`src/rtl/board_loader_if.sv`:
```
// Engine-side handshake bundle for board_loader.
//   pattern  : committed board image (bit k = cell k), stable while load_req=1
//   load_req : committed image waiting for the engine
//   load_ack : engine has copied pattern
// master = loader side, slave = engine side.
interface board_loader_if #(
  parameter int CELLS = 64
);
  logic [CELLS-1:0] pattern;
  logic             load_req;
  logic             load_ack;

  modport master (output pattern, output load_req, input load_ack);
  modport slave  (input pattern, input load_req, output load_ack);
endinterface

```
`src/rtl/board_loader.sv`:
```
// board_loader: upstream feeder for the Game of Life engine.
// Captures a CELLS-bit board image from a 3-wire serial port or a 4-entry
// preset ROM, commits it on a frame boundary and offers it to the engine
// through a req/ack handshake.
// Ports:
//   clk, reset         pixel clock, synchronous active-high reset
//   spi_sclk/mosi/cs_n async serial port (data sampled on sclk rise)
//   preset_sel, preset_go  load ROM[preset_sel] on a 1-cycle go pulse
//   frame_start        1-cycle pulse at start of vertical blank
//   eng                handshake bundle (pattern, load_req, load_ack)
//   busy               FSM not idle
//   overrun            sticky: serial frame dropped or malformed
module board_loader #(
  parameter int CELLS       = 64,
  parameter int SYNC_STAGES = 2
) (
  input  logic                  clk,
  input  logic                  reset,
  input  logic                  spi_sclk,
  input  logic                  spi_mosi,
  input  logic                  spi_cs_n,
  input  logic [1:0]            preset_sel,
  input  logic                  preset_go,
  input  logic                  frame_start,
  board_loader_if.master        eng,
  output logic                  busy,
  output logic                  overrun
);

  localparam int CW = $clog2(CELLS + 1);

  typedef enum logic [1:0] {IDLE, SHIFT, READY, REQ} state_e;

  // Synchronisers. sclk/cs_n carry one extra flop so edges are detected
  // between the last synced stage and its delayed copy.
  logic [SYNC_STAGES:0]   sclk_q;
  logic [SYNC_STAGES:0]   csn_q;
  logic [SYNC_STAGES-1:0] mosi_q;

  logic sclk_rise, csn_fall, csn_rise, mosi_s;

  state_e           state_q;
  logic [CELLS-1:0] shreg_q;
  logic [CELLS-1:0] pattern_q;
  logic [CW-1:0]    count_q;
  logic             load_req_q;
  logic             overrun_q;

  function automatic logic [CELLS-1:0] rom_image(input logic [1:0] sel);
    logic [CELLS-1:0] img;
    case (sel)
      2'd0:    img = CELLS'(64'h50A8_8888_0609_0909);
      2'd1:    img = CELLS'(64'h0000_0000_0007_0402);
      2'd2:    img = CELLS'(64'h0000_0000_3800_0000);
      default: img = '0;
    endcase
    return img;
  endfunction

  always_ff @(posedge clk) begin
    if (reset) begin
      sclk_q <= '0;
      csn_q  <= '1;  // idle-high so leaving reset never fakes a cs_n fall
      mosi_q <= '0;
    end else begin
      sclk_q <= {sclk_q[SYNC_STAGES-1:0], spi_sclk};
      csn_q  <= {csn_q[SYNC_STAGES-1:0], spi_cs_n};
      mosi_q <= {mosi_q[SYNC_STAGES-2:0], spi_mosi};
    end
  end

  assign sclk_rise = sclk_q[SYNC_STAGES-1] & ~sclk_q[SYNC_STAGES];
  assign csn_fall  = ~csn_q[SYNC_STAGES-1] & csn_q[SYNC_STAGES];
  assign csn_rise  = csn_q[SYNC_STAGES-1] & ~csn_q[SYNC_STAGES];
  assign mosi_s    = mosi_q[SYNC_STAGES-1];

  always_ff @(posedge clk) begin
    if (reset) begin
      state_q    <= IDLE;
      shreg_q    <= '0;
      pattern_q  <= '0;
      count_q    <= '0;
      load_req_q <= 1'b0;
      overrun_q  <= 1'b0;
    end else begin
      case (state_q)
        IDLE: begin
          if (csn_fall) begin
            state_q <= SHIFT;
            count_q <= '0;
          end else if (preset_go) begin
            shreg_q <= rom_image(preset_sel);
            state_q <= READY;
          end
        end
        SHIFT: begin
          // A cs_n rise closes the frame before any coincident sclk rise.
          if (csn_rise) begin
            if (count_q == CW'(CELLS)) begin
              state_q <= READY;
            end else begin
              state_q   <= IDLE;
              overrun_q <= 1'b1;
            end
          end else if (sclk_rise && (count_q != CW'(CELLS))) begin
            shreg_q <= {shreg_q[CELLS-2:0], mosi_s};
            count_q <= count_q + CW'(1);
          end
        end
        READY: begin
          if (csn_fall) overrun_q <= 1'b1;
          if (frame_start) begin
            pattern_q  <= shreg_q;
            load_req_q <= 1'b1;
            state_q    <= REQ;
          end
        end
        REQ: begin
          if (csn_fall) overrun_q <= 1'b1;
          if (eng.load_ack) begin
            load_req_q <= 1'b0;
            state_q    <= IDLE;
          end
        end
        default: state_q <= IDLE;
      endcase
    end
  end

  assign eng.pattern  = pattern_q;
  assign eng.load_req = load_req_q;
  assign busy         = (state_q != IDLE);
  assign overrun      = overrun_q;

endmodule

```
`src/flat_wrapper.sv`:
```
// flat-port wrapper written by rule: the top's interface ports become plain ports
module board_loader_flat 
#(
  parameter int CELLS       = 64,
  parameter int SYNC_STAGES = 2
)
  (clk, reset, spi_sclk, spi_mosi, spi_cs_n, preset_sel, preset_go, frame_start, busy, overrun, eng_pattern, eng_load_req, eng_load_ack);
  board_loader_if #(.CELLS(CELLS)) eng_i ();
  input  logic clk;
  input  logic reset;
  input  logic spi_sclk;
  input  logic spi_mosi;
  input  logic spi_cs_n;
  input  logic [1:0] preset_sel;
  input  logic preset_go;
  input  logic frame_start;
  output logic busy;
  output logic overrun;
  output wire logic [$bits(eng_i.pattern)-1:0] eng_pattern;
  output wire logic [$bits(eng_i.load_req)-1:0] eng_load_req;
  input wire logic [$bits(eng_i.load_ack)-1:0] eng_load_ack;
  assign eng_pattern = eng_i.pattern;
  assign eng_load_req = eng_i.load_req;
  assign eng_i.load_ack = eng_load_ack;
  board_loader #(.CELLS(CELLS), .SYNC_STAGES(SYNC_STAGES)) u_core (.clk(clk), .reset(reset), .spi_sclk(spi_sclk), .spi_mosi(spi_mosi), .spi_cs_n(spi_cs_n), .preset_sel(preset_sel), .preset_go(preset_go), .frame_start(frame_start), .eng(eng_i), .busy(busy), .overrun(overrun));
endmodule
```
`config.mk`:
```
export PLATFORM = sky130hd
export DESIGN_NAME = board_loader_flat
export DESIGN_NICKNAME = d
export VERILOG_FILES = /design/src/rtl/board_loader_if.sv /design/src/rtl/board_loader.sv /design/src/flat_wrapper.sv
export SDC_FILE = /design/constraint.sdc
export NUM_CORES = 1
export LEC_CHECK = 0
export BUFFER_PORTS_ARGS = -buffer_cell sky130_fd_sc_hd__buf_4
export CORE_ASPECT_RATIO = 0.75
export CORE_MARGIN = 5
export CORE_UTILIZATION = 45
export DETAILED_ROUTE_END_ITERATION = 6
export GPL_ROUTABILITY_DRIVEN = 1
export SETUP_SLACK_MARGIN = 0.4
export SLEW_MARGIN = 10
export SYNTH_ARGS = -nofsm -noshare
export SYNTH_HDL_FRONTEND = slang
export SYNTH_SLANG_ARGS = --single-unit
```
`constraint.sdc`:
```
create_clock -name clk -period 4 [get_ports clk]
set_input_delay 0.6 -clock clk [delete_from_list [all_inputs] [get_ports clk]]
set_output_delay 0.6 -clock clk [all_outputs]
set_load 0.02 [all_outputs]
```
==> out/summary.txt, run 1 <==
status = completed
Via-to-Cell Ratio = 5.22
first-pass GRT wire length = 22500 um
clk sinks = 147
CTS root buffer = clkbuf_16
Starting Density = 0.456
Routed WL per cell = 14.5 um
gpl congestion = 0.766
syn nets = 696
Setup TNS = 0 ns
Clock Skew = 0.00502 ns
vias post-DR = 4748
vias in the first global route = 4605
Die X = 142 um
Clock Path Buffers = 2
FFs w/ async S/R, synth = 0
area share of the largest cell type after synthesis = 0.501
Fill cells = 1212
antenna diode count = 0
gr ovfl total = 0
crit path capture type = register
count leader, synth = nand2_1
DRC errors left = 0
Yosys warnings = 0
port bufs = 76
initial antenna violation count = 0
Slew Viols, Final = 0
Fmax = 338 MHz
DRT iter0 DRCs = 311
Routed Antenna Nets = 0
slew at the pin closest to its max-slew limit = 1.16 ns
final hold violations = 0
VDD IR-drop max = 0.000351 V
crit path kind = reg2reg
CP Cell Sequence = inv_1 -> ha_1 -> or4b_1 -> or3_1 -> a21o_4 -> a311oi_1
Critical Path Max Stage Delay = 0.80 ns
Hold-fix buffers, CTS = 0
Post-Syn Instances = 684
CTS Buf Count = 17
Cell Area, Synth = 0.00587 sq mm
post-CTS setup buffer count = 0
Max Cap Violations = 0
Top FF cell, synth = dfxtp_1
die height = 109 um
required time of the worst setup path = 4.31 ns
min Tclk post-route = 2.96 ns
Worst Path Max Fanout = 64
dpl cell area = 0.00645 sq mm
Worst-Skew Late Latency = 0.42 ns
Seq/Total Area, Yosys = 0.501
Design Area, Final = 0.00705 sq mm
die area = 0.0154 sq mm
top cells by count, synth = 200 x nand2_1, 147 x dfxtp_1, 71 x a21oi_1, 48 x clkbuf_1, 47 x nand2b_1
period utilisation layout = 0.739
share of cells above drive strength 1 = 0.164
Synth area leader = dfxtp_1
EDFF count, synth = 0
Final WS setup = 1.04 ns
H-tree levels = 4
Yosys cell types = 33
area of the core = 0.0129 sq mm
Finish-stage setup viols = 0
CP max-delay cell = or3_1
synth top area cells = dfxtp_1 50%, nand2_1 13%, mux2i_1 7.3%
Post-Syn Area per Cell = 8.58 sq um
Static Leak = 0.00252 uW
largest net degree at the start of global routing = 93
HPWL Detailed = 8070 um
Crit path arrival time = 3.27 ns
area grow syn2layout = 20.1%
DR pass1 iterations = 4
unrepaired setup endpoints after global routing = no
worst slack, placed = 1.09 ns
total wire length = 13200 um
pwr dens = 494 mW/mm^2
Nets = 739
relative slew slack = 0.229
Hold/Removal Path Class = in2reg
# IOs = 77
Reg clk slew, reported paths = 0.06 ns
Resize count post-CTS = 0
CTS tree = built
standard-cell rows = 36
post-synthesis register bit count = 147
hold_ws = 0.367 ns
total track usage = 0.181
startpoint type of the worst setup path = register
==> cell families after synthesis <==
| family | Yosys count | synth area share |
|---|---|---|
| and+or+nand+nor | 289 | 0.220 |
| DFF | 147 | 0.501 |
| AOI/OAI and AO/OA | 140 | 0.152 |
| buffers and inverters | 63 | 0.0493 |
| muxes | 43 | 0.0733 |
| adders and majority gates | 2 | 0.00426 |
==> metrics by stage <==
step / instances / utilization / power [uW]
global route: 910 / 0.547 / 3620
floorplan: 684 / - / 1840
CTS: 910 / 0.547 / 3520
finish: 910 / 0.547 / 3480
detailed placement: 879 / 0.501 / 1920
global placement: 879 / 0.501 / 1910
==> area by class of cell <==
cell class,instances,area [sq um],share of cell area
Sequential cell,147,2940,0.418
Multi-Input combinational cell,474,2660,0.378
Timing Repair Buffer,82,616,0.0874
Clock buffer,21,460,0.0653
Tap cell,171,214,0.0304
Clock inverter,10,133,0.0188
Inverter,5,18.8,0.00266
==> layout by cell type (no fill, tap or decap), types with 2 or more instances in the layout <==
master	instances
nand2_1	200
dfxtp_1	147
buf_4	82
a21oi_1	71
nand2b_1	47
mux2i_1	43
a311oi_1	26
a211oi_1	23
clkbuf_16	17
nor2b_1	9
o21ai_0	7
nor2_1	6
inv_1	5
and3_1	5
nand3_1	5
or2_2	4
clkinv_2	4
nor3_1	3
a31oi_1	3
bufinv_16	3
clkinvlp_4	3
or3_1	2
nor3b_2	2
o31ai_1	2
ha_1	2
clkbuf_8	2
clkbuf_1	2
==> final timing paths <==
check	startpoint	endpoint	slack, ns	cells after the start
max reg2reg	u_core.count_q[0]$_SDFFE_PP0P_	u_core.shreg_q[18]$_SDFFE_PP0P_	1.04	6
max	u_core.count_q[0]$_SDFFE_PP0P_	u_core.shreg_q[18]$_SDFFE_PP0P_	1.04	6
min reg2reg	u_core.csn_q[0]$_SDFF_PP1_	u_core.csn_q[1]$_SDFF_PP1_	0.42	1
min	spi_cs_n	u_core.csn_q[0]$_SDFF_PP1_	0.37	2
==> state kept, by name, summed over array words and instances (netlist names) <==
name	flops
u_core.count_q	7
u_core.csn_q	3
u_core.eng.load_req	1
u_core.eng.pattern	64
u_core.mosi_q	2
u_core.overrun	1
u_core.sclk_q	3
u_core.shreg_q	64
u_core.state_q	2
==> report_power, final <==
part / internal (uW) / total [uW] / leakage, uW / switching (uW)
sequential: 1520 / 1560 / 0.00119 / 48.1
clock: 1000 / 1590 / 0.000285 / 585
combinational: 122 / 327 / 0.00104 / 204
==> per-layer routing <==
metal,GRT usage,share of wire
met1,0.245,0.51
met4,0.0568,0.0087
met2,0.280,0.43
met3,0.0552,0.053
met5,0,0
==> critical path, delay by kind of cell (launching register included) <==
kind            cells  cell delay (ns)
compound gates      2             1.05
fa+ha+maj           1             0.15
buf+inv             1             0.10
flops               1             0.33
simple gates        2             1.21
No activity file was read; power rests on OpenSTA's default activity.
==> inputs of run 2 (changes only) <==
==> constraint.sdc (replaced) <==
create_clock -name clk -period 2.98 [get_ports clk]
set_input_delay 0.447 -clock clk [delete_from_list [all_inputs] [get_ports clk]]
set_output_delay 0.447 -clock clk [all_outputs]
set_load 0.02 [all_outputs]
==> out/summary.txt, run 2 (same netlist as run 1, synthesis figures left out) <==
initial antenna violation count = 0 (unchanged)
CTS Buf Count = 17 (unchanged)
first-pass GRT wire length = 22600 um (+0.15%)
period utilisation layout = 0.779 (+0.0398)
port bufs = 76 (unchanged)
area grow syn2layout = 21.0%
DRC errors left = 0 (unchanged)
commonest cells after routing, fill and taps aside = 200 x nand2_1, 147 x dfxtp_1, 86 x buf_4
Clock Path Buffers = 2 (unchanged)
clk sinks = 147 (unchanged)
crit path kind = reg2reg
relative slew slack = 0.379 (+0.150)
crit path capture type = register
Die X = 142 um (unchanged)
Routed Antenna Nets = 0 (unchanged)
Fill cells = 1193 (-1.6%)
met1 wire length = 6590 um (-1.4%)
Top Metal Used = met4
gr ovfl total = 0 (unchanged)
share of cells above drive strength 1 = 0.173 (+0.00942)
Max Cap Violations = 0 (unchanged)
met3 routed WL = 686 um (-1.0%)
pwr dens = 656 mW/mm^2 (+33%)
unrepaired setup endpoints after global routing = no
gpl congestion = 0.767 (+0.12%)
CP Cell Sequence = inv_1 -> ha_1 -> or4b_1 -> or3_1 -> a21o_4 -> a311oi_1
Static Leak = 0.00255 uW (+1.4%)
Resize count post-CTS = 0 (unchanged)
area of the core = 0.0129 sq mm (unchanged)
vias in the first global route = 4634 (+0.63%)
Slew Viols, Final = 0 (unchanged)
Fmax = 431 MHz (+27%)
Crit path arrival time = 2.64 ns (-0.63 ns)
VDD IR-drop max = 0.000471 V (+34%)
Clock Skew = 0.00995 ns (+0.00493 ns)
post-CTS setup buffer count = 0 (unchanged)
startpoint type of the worst setup path = register
slew at the pin closest to its max-slew limit = 0.931 ns (-0.225 ns)
total track usage = 0.180 (-0.00190)
standard-cell rows = 36 (unchanged)
# IOs = 77 (unchanged)
total wire length = 13100 um (-0.61%)
Setup TNS = 0 ns (unchanged)
DRT iter0 DRCs = 256 (-18%)
status = completed
largest net degree at the start of global routing = 81 (-13%)
Worst-Skew Late Latency = 0.42 ns (about the same)
final hold violations = 0 (unchanged)
antenna diode count = 0 (unchanged)
Finish-stage setup viols = 0 (unchanged)
metal2 WL = 5740 um (+0.93%)
CTS tree = built
Reg clk slew, reported paths = 0.06 ns (about the same)
die area = 0.0154 sq mm (unchanged)
Starting Density = 0.456 (unchanged)
worst slack, placed = 0.696 ns (-0.392 ns)
HPWL Detailed = 8240 um (+2.2%)
Via-to-Cell Ratio = 5.14 (-1.6%)
min Tclk post-route = 2.32 ns (-0.635 ns)
die height = 109 um (unchanged)
Routed WL per cell = 14.3 um (-1.3%)
required time of the worst setup path = 3.30 ns (-1.01 ns)
DR pass1 iterations = 4 (unchanged)
Worst Path Max Fanout = 64 (unchanged)
H-tree levels = 4 (unchanged)
CP max-delay cell = a21o_4
Final WS setup = 0.660 ns (-0.385 ns)
Nets = 744 (+0.68%)
Hold-fix buffers, CTS = 0 (unchanged)
Final Util = 0.551 (+0.00398)
vias post-DR = 4704 (-0.93%)
CTS root buffer = clkbuf_16
commonest non-fill, non-tap cell in the layout = nand2_1
Critical Path Max Stage Delay = 0.49 ns (-0.31 ns)
Hold/Removal Path Class = in2reg
run 2: cell types whose count changed in the layout (fill, tap and decap cells not counted), sizes merged:
cell,previous run,this run
buf,82,87
bufinv,3,2
clkbuf,21,18
clkinv,4,9
clkinvlp,3,1
inv,5,7
run 2: layout make-up:
type / count / area [sq um] / share of cell area
timing repair buffer: 87 / 666 / 0.0938
tap: 171 / 214 / 0.0301
sequential: 147 / 2940 / 0.415
inverter: 5 / 18.8 / 0.00264
clock buffer: 18 / 439 / 0.0619
clock inverter: 14 / 155 / 0.0219
multi-input combinational: 474 / 2660 / 0.375
run 2: path summary, 6_finish.rpt:
check	start	endpoint	slack, ns	cells past startpoint
worst min register to register	u_core.csn_q[0]$_SDFF_PP1_	u_core.csn_q[1]$_SDFF_PP1_	0.42	1
worst max-delay path	u_core.count_q[0]$_SDFFE_PP0P_	u_core.shreg_q[51]$_SDFFE_PP0P_	0.66	6
worst min-delay path	spi_cs_n	u_core.csn_q[0]$_SDFF_PP1_	0.21	2
worst max register to register	u_core.count_q[0]$_SDFFE_PP0P_	u_core.shreg_q[51]$_SDFFE_PP0P_	0.66	6
run 2: stage by stage:
stage,area [sq um],hold WS (ns),instances,total power (uW)
3_5_place_dp,6500,0.393,884,2590
2_1_floorplan,5870,0.389,684,2480
4_1_cts,7100,0.199,916,4710
6_report,7100,0.213,916,4660
5_1_grt,7100,0.211,916,4850
3_3_place_gp,6500,0.394,884,2580
run 2: critical path: cells and delay by family (launching register included):
| kind | cells | cell delay (ns) |
|---|---|---|
| buf+inv | 1 | 0.10 |
| fa+ha+maj | 1 | 0.14 |
| compound gates | 2 | 0.84 |
| flops | 1 | 0.33 |
| simple gates | 2 | 0.76 |
run 2: power by group:
part / internal, uW / total (uW) / switching (uW)
clock: 1260 / 2120 / 852
sequential: 2030 / 2100 / 64.3
combinational: 172 / 444 / 273
run 2: metal layers:
| metal | GRT usage | vias to the layer above |
|---|---|---|
| li1 | - | 2418 |
| met1 | 0.250 | 2179 |
| met2 | 0.271 | 99 |
| met3 | 0.0478 | 8 |
| met4 | 0.0610 | 0 |
| met5 | 0 | - |
==> inputs of run 3 (changes only) <==
--- a/config.mk
+++ b/config.mk
@@ -5,6 +5,7 @@
 export SDC_FILE = /design/constraint.sdc
 export NUM_CORES = 1
 export LEC_CHECK = 0
+export ABC_AREA = 1
 export BUFFER_PORTS_ARGS = -buffer_cell sky130_fd_sc_hd__buf_4
 export CORE_ASPECT_RATIO = 0.75
 export CORE_MARGIN = 5
==> constraint.sdc (replaced) <==
create_clock -name clk -period 2.45 [get_ports clk]
set_input_delay 0.3675 -clock clk [delete_from_list [all_inputs] [get_ports clk]]
set_output_delay 0.3675 -clock clk [all_outputs]
set_load 0.02 [all_outputs]
==> out/summary.txt, run 3 <==
Simple-Gate Fraction of Synth Area = 0.384 (+0.164)
largest net degree at the start of global routing = 78 (-3.7%)
Max Cap Violations = 0 (unchanged)
Clock Path Buffers = 2 (unchanged)
mux cell area share after synthesis = 0 (-0.0733)
Post-Syn Area per Cell = 6.88 sq um (-20%)
slew at the pin closest to its max-slew limit = 0.819 ns (-0.112 ns)
Synth area leader = dfxtp_1
commonest cells after routing, fill and taps aside = 234 x nand2_1, 180 x nor2_1, 146 x dfxtp_1
clk sinks = 147 (unchanged)
initial antenna violation count = 0 (unchanged)
final hold violations = 0 (unchanged)
period utilisation layout = 0.766 (-0.0127)
Design Power = 9600 uW (+110%)
Slew Viols, Final = 0 (unchanged)
Via-to-Cell Ratio = 5.03 (-2.0%)
gr ovfl total = 0 (unchanged)
share of cells above drive strength 1 = 0.151 (-0.0223)
post-synthesis register bit count = 147 (unchanged)
area of the core = 0.0138 sq mm (+7.1%)
combinational family with the most area after synthesis = simple AND/OR/NAND/NOR gates
Setup TNS = 0 ns (unchanged)
crit path capture type = register
worst slack, placed = 0.492 ns (-0.203 ns)
syn nets = 940 (+35%)
vias in the first global route = 5350 (+15%)
DRC errors left = 0 (unchanged)
Worst Path Max Fanout = 37 (-42%)
Clk pwr share = 0.284 (-0.170)
Comb pwr share = 0.348 (+0.253)
CTS root buffer = clkbuf_16
CTS tree = built
commonest non-fill, non-tap cell in the layout = nand2_1
area grow syn2layout = 19.9%
FFs w/ async S/R, synth = 0 (unchanged)
Routed WL per cell = 13.6 um (-5.2%)
Worst R2R Setup Slack = 0.57 ns (-0.09 ns)
startpoint type of the worst setup path = register
Nets = 980 (+32%)
Yosys warnings = 0 (unchanged)
min Tclk post-route = 1.88 ns (-0.444 ns)
Starting Density = 0.463 (+0.00739)
gpl congestion = 0.770 (+0.48%)
NetSw = 3670 uW (+210%)
worst r2r src = u_core.state_q[0]$_SDFFE_PP0P_
Cell Area, Synth = 0.00639 sq mm (+8.8%)
Routed Antenna Nets = 0 (unchanged)
Worst-Skew Late Latency = 0.42 ns (about the same)
Crit path arrival time = 2.23 ns (-0.41 ns)
status = completed
CP Cell Sequence = nand2_4 -> nor2_2 -> nand2_2 -> buf_12 -> nand4_1 -> nand2_1 -> nor2_1
area share of the largest cell type after synthesis = 0.461 (-0.0407)
total wire length = 15700 um (+20%)
Yosys cell types = 24 (-27%)
Final WS setup = 0.573 ns (-0.0862 ns)
switching part of the total = 0.382 (+0.127)
vias post-DR = 5815 (+24%)
required time of the worst setup path = 2.80 ns (-0.50 ns)
EDFF count, synth = 0 (unchanged)
port bufs = 76 (unchanged)
HPWL Detailed = 9620 um (+17%)
first-pass GRT wire length = 26900 um (+19%)
VDD IR-drop max = 0.000615 V (+31%)
Fmax = 533 MHz (+24%)
relative slew slack = 0.454 (+0.0749)
CP max-delay cell = dfxtp_1
Clock Skew = 0.00843 ns (-0.00152 ns)
count leader, synth = nand2_1
Reg clk slew, reported paths = 0.06 ns (about the same)
die height = 113 um (+3.9%)
pwr dens = 1250 mW/mm^2 (+91%)
crit path kind = reg2reg
DRT iter0 DRCs = 597 (+130%)
Finish-stage setup viols = 0 (unchanged)
Critical Path Max Stage Delay = 0.59 ns (+0.10 ns)
die area = 0.0167 sq mm (+8.1%)
DR pass1 iterations = 4 (unchanged)
antenna diode count = 0 (unchanged)
unrepaired setup endpoints after global routing = yes
Hold/Removal Path Class = in2reg
Pint = 5930 uW (+71%)
r2r endpoint = u_core.shreg_q[39]$_SDFFE_PP0P_
standard-cell rows = 37 (+2.8%)
WHS Endpoint = u_core.csn_q[0]$_SDFF_PP1_
Seq pwr share = 0.368 (-0.082)
top cells by count, synth = 236 x nand2_1, 181 x nor2_1, 147 x dfxtp_1, 73 x nand3_1, 72 x a21oi_1
Hold Crit Start = spi_cs_n
H-tree levels = 4 (unchanged)
Static Leak = 0.00332 uW (+30%)
worst r2r path cells = 7 (+1)
Top FF cell, synth = dfxtp_1
# IOs = 77 (unchanged)
Post-Syn Instances = 928 (+36%)
CTS Buf Count = 17 (unchanged)
total track usage = 0.196 (+0.0165)
Die X = 148 um (+4.0%)
Hold-fix buffers, CTS = 0 (unchanged)
Seq/Total Area, Yosys = 0.461 (-0.0407)
Synth Area in Compound Gates = 0.0637 (-0.0879)
Hold Path Depth = 2 (unchanged)
post-synthesis xor/xnor area fraction = 0 (unchanged)
Post-Synth Adder-Cell Area = 0.00392 (-0.000346)
synth top area cells = dfxtp_1 46%, nand2_1 14%, nor2_1 11%
==> run 3: timing repair <==
action                                  CTS  global route
gates resized for setup                   0             4
setup buffers                             0             0
endpoints found under the setup margin    0            52
==> run 3: final cells by class <==
type	count	area [sq um]
Clock inverter	10	155
Timing Repair Buffer	93	748
Multi-Input combinational cell	651	2910
Inverter	58	220
Tap cell	175	219
Sequential cell	147	2940
Fill cell	1375	6140
Clock buffer	22	464
==> run 3: worst max-delay path by stage <==
stage,startpoint,end,slack (ns),cells past startpoint
2_1_floorplan,u_core.state_q[0]$_SDFFE_PP0P_,u_core.count_q[0]$_SDFFE_PP0P_,1.02,8
3_3_place_gp,u_core.state_q[0]$_SDFFE_PP0P_,u_core.shreg_q[11]$_SDFFE_PP0P_,0.54,9
3_5_place_dp,u_core.state_q[0]$_SDFFE_PP0P_,u_core.shreg_q[19]$_SDFFE_PP0P_,0.49,9
4_1_cts,u_core.state_q[0]$_SDFFE_PP0P_,u_core.shreg_q[11]$_SDFFE_PP0P_,0.46,9
5_1_grt,u_core.state_q[0]$_SDFFE_PP0P_,u_core.shreg_q[15]$_SDFFE_PP0P_,0.40,8
6_report,u_core.state_q[0]$_SDFFE_PP0P_,u_core.shreg_q[39]$_SDFFE_PP0P_,0.57,7
==> run 3: stage by stage <==
stage          hold WS [ns]  instance area (sq um)  cells  utilization
2_1_floorplan         0.388                   6390    928            -
3_3_place_gp          0.392                   7030   1124        0.510
3_5_place_dp          0.399                   7030   1124        0.510
4_1_cts               0.106                   7650   1156        0.555
5_1_grt               0.115                   7660   1156        0.555
6_report              0.131                   7660   1156        0.555
==> run 3: cells by family (layout without fill, tap and decap cells) <==
kind of cell	after synthesis	in the layout
flops	147	147
fa+ha+maj	2	2
simple gates	570	570
compound gates	79	79
buf+inv	130	183
==> run 3: power groups by stage <==
stage	sequential, uW	clock [uW]	combinational [uW]
2_1_floorplan	3510	0	2560
3_3_place_gp	3580	0	3300
3_5_place_dp	3570	0	3340
4_1_cts	3520	2780	3370
5_1_grt	3620	2890	3860
6_report	3530	2720	3350
==> run 3: routing by layer <==
layer,global-route usage,up-vias,wire (um)
li1,-,3062,-
met2,0.272,124,6290
met1,0.294,2620,8430
met5,0,-,0
met4,0.0689,0,140
met3,0.0468,9,813
==> run 3: worst max-delay path, delay by kind of cell, from the launching register on <==
family,cells,cell delay (ns)
AND/OR/NAND/NOR,6,0.95
buffers and inverters,1,0.26
flip-flops,1,0.59
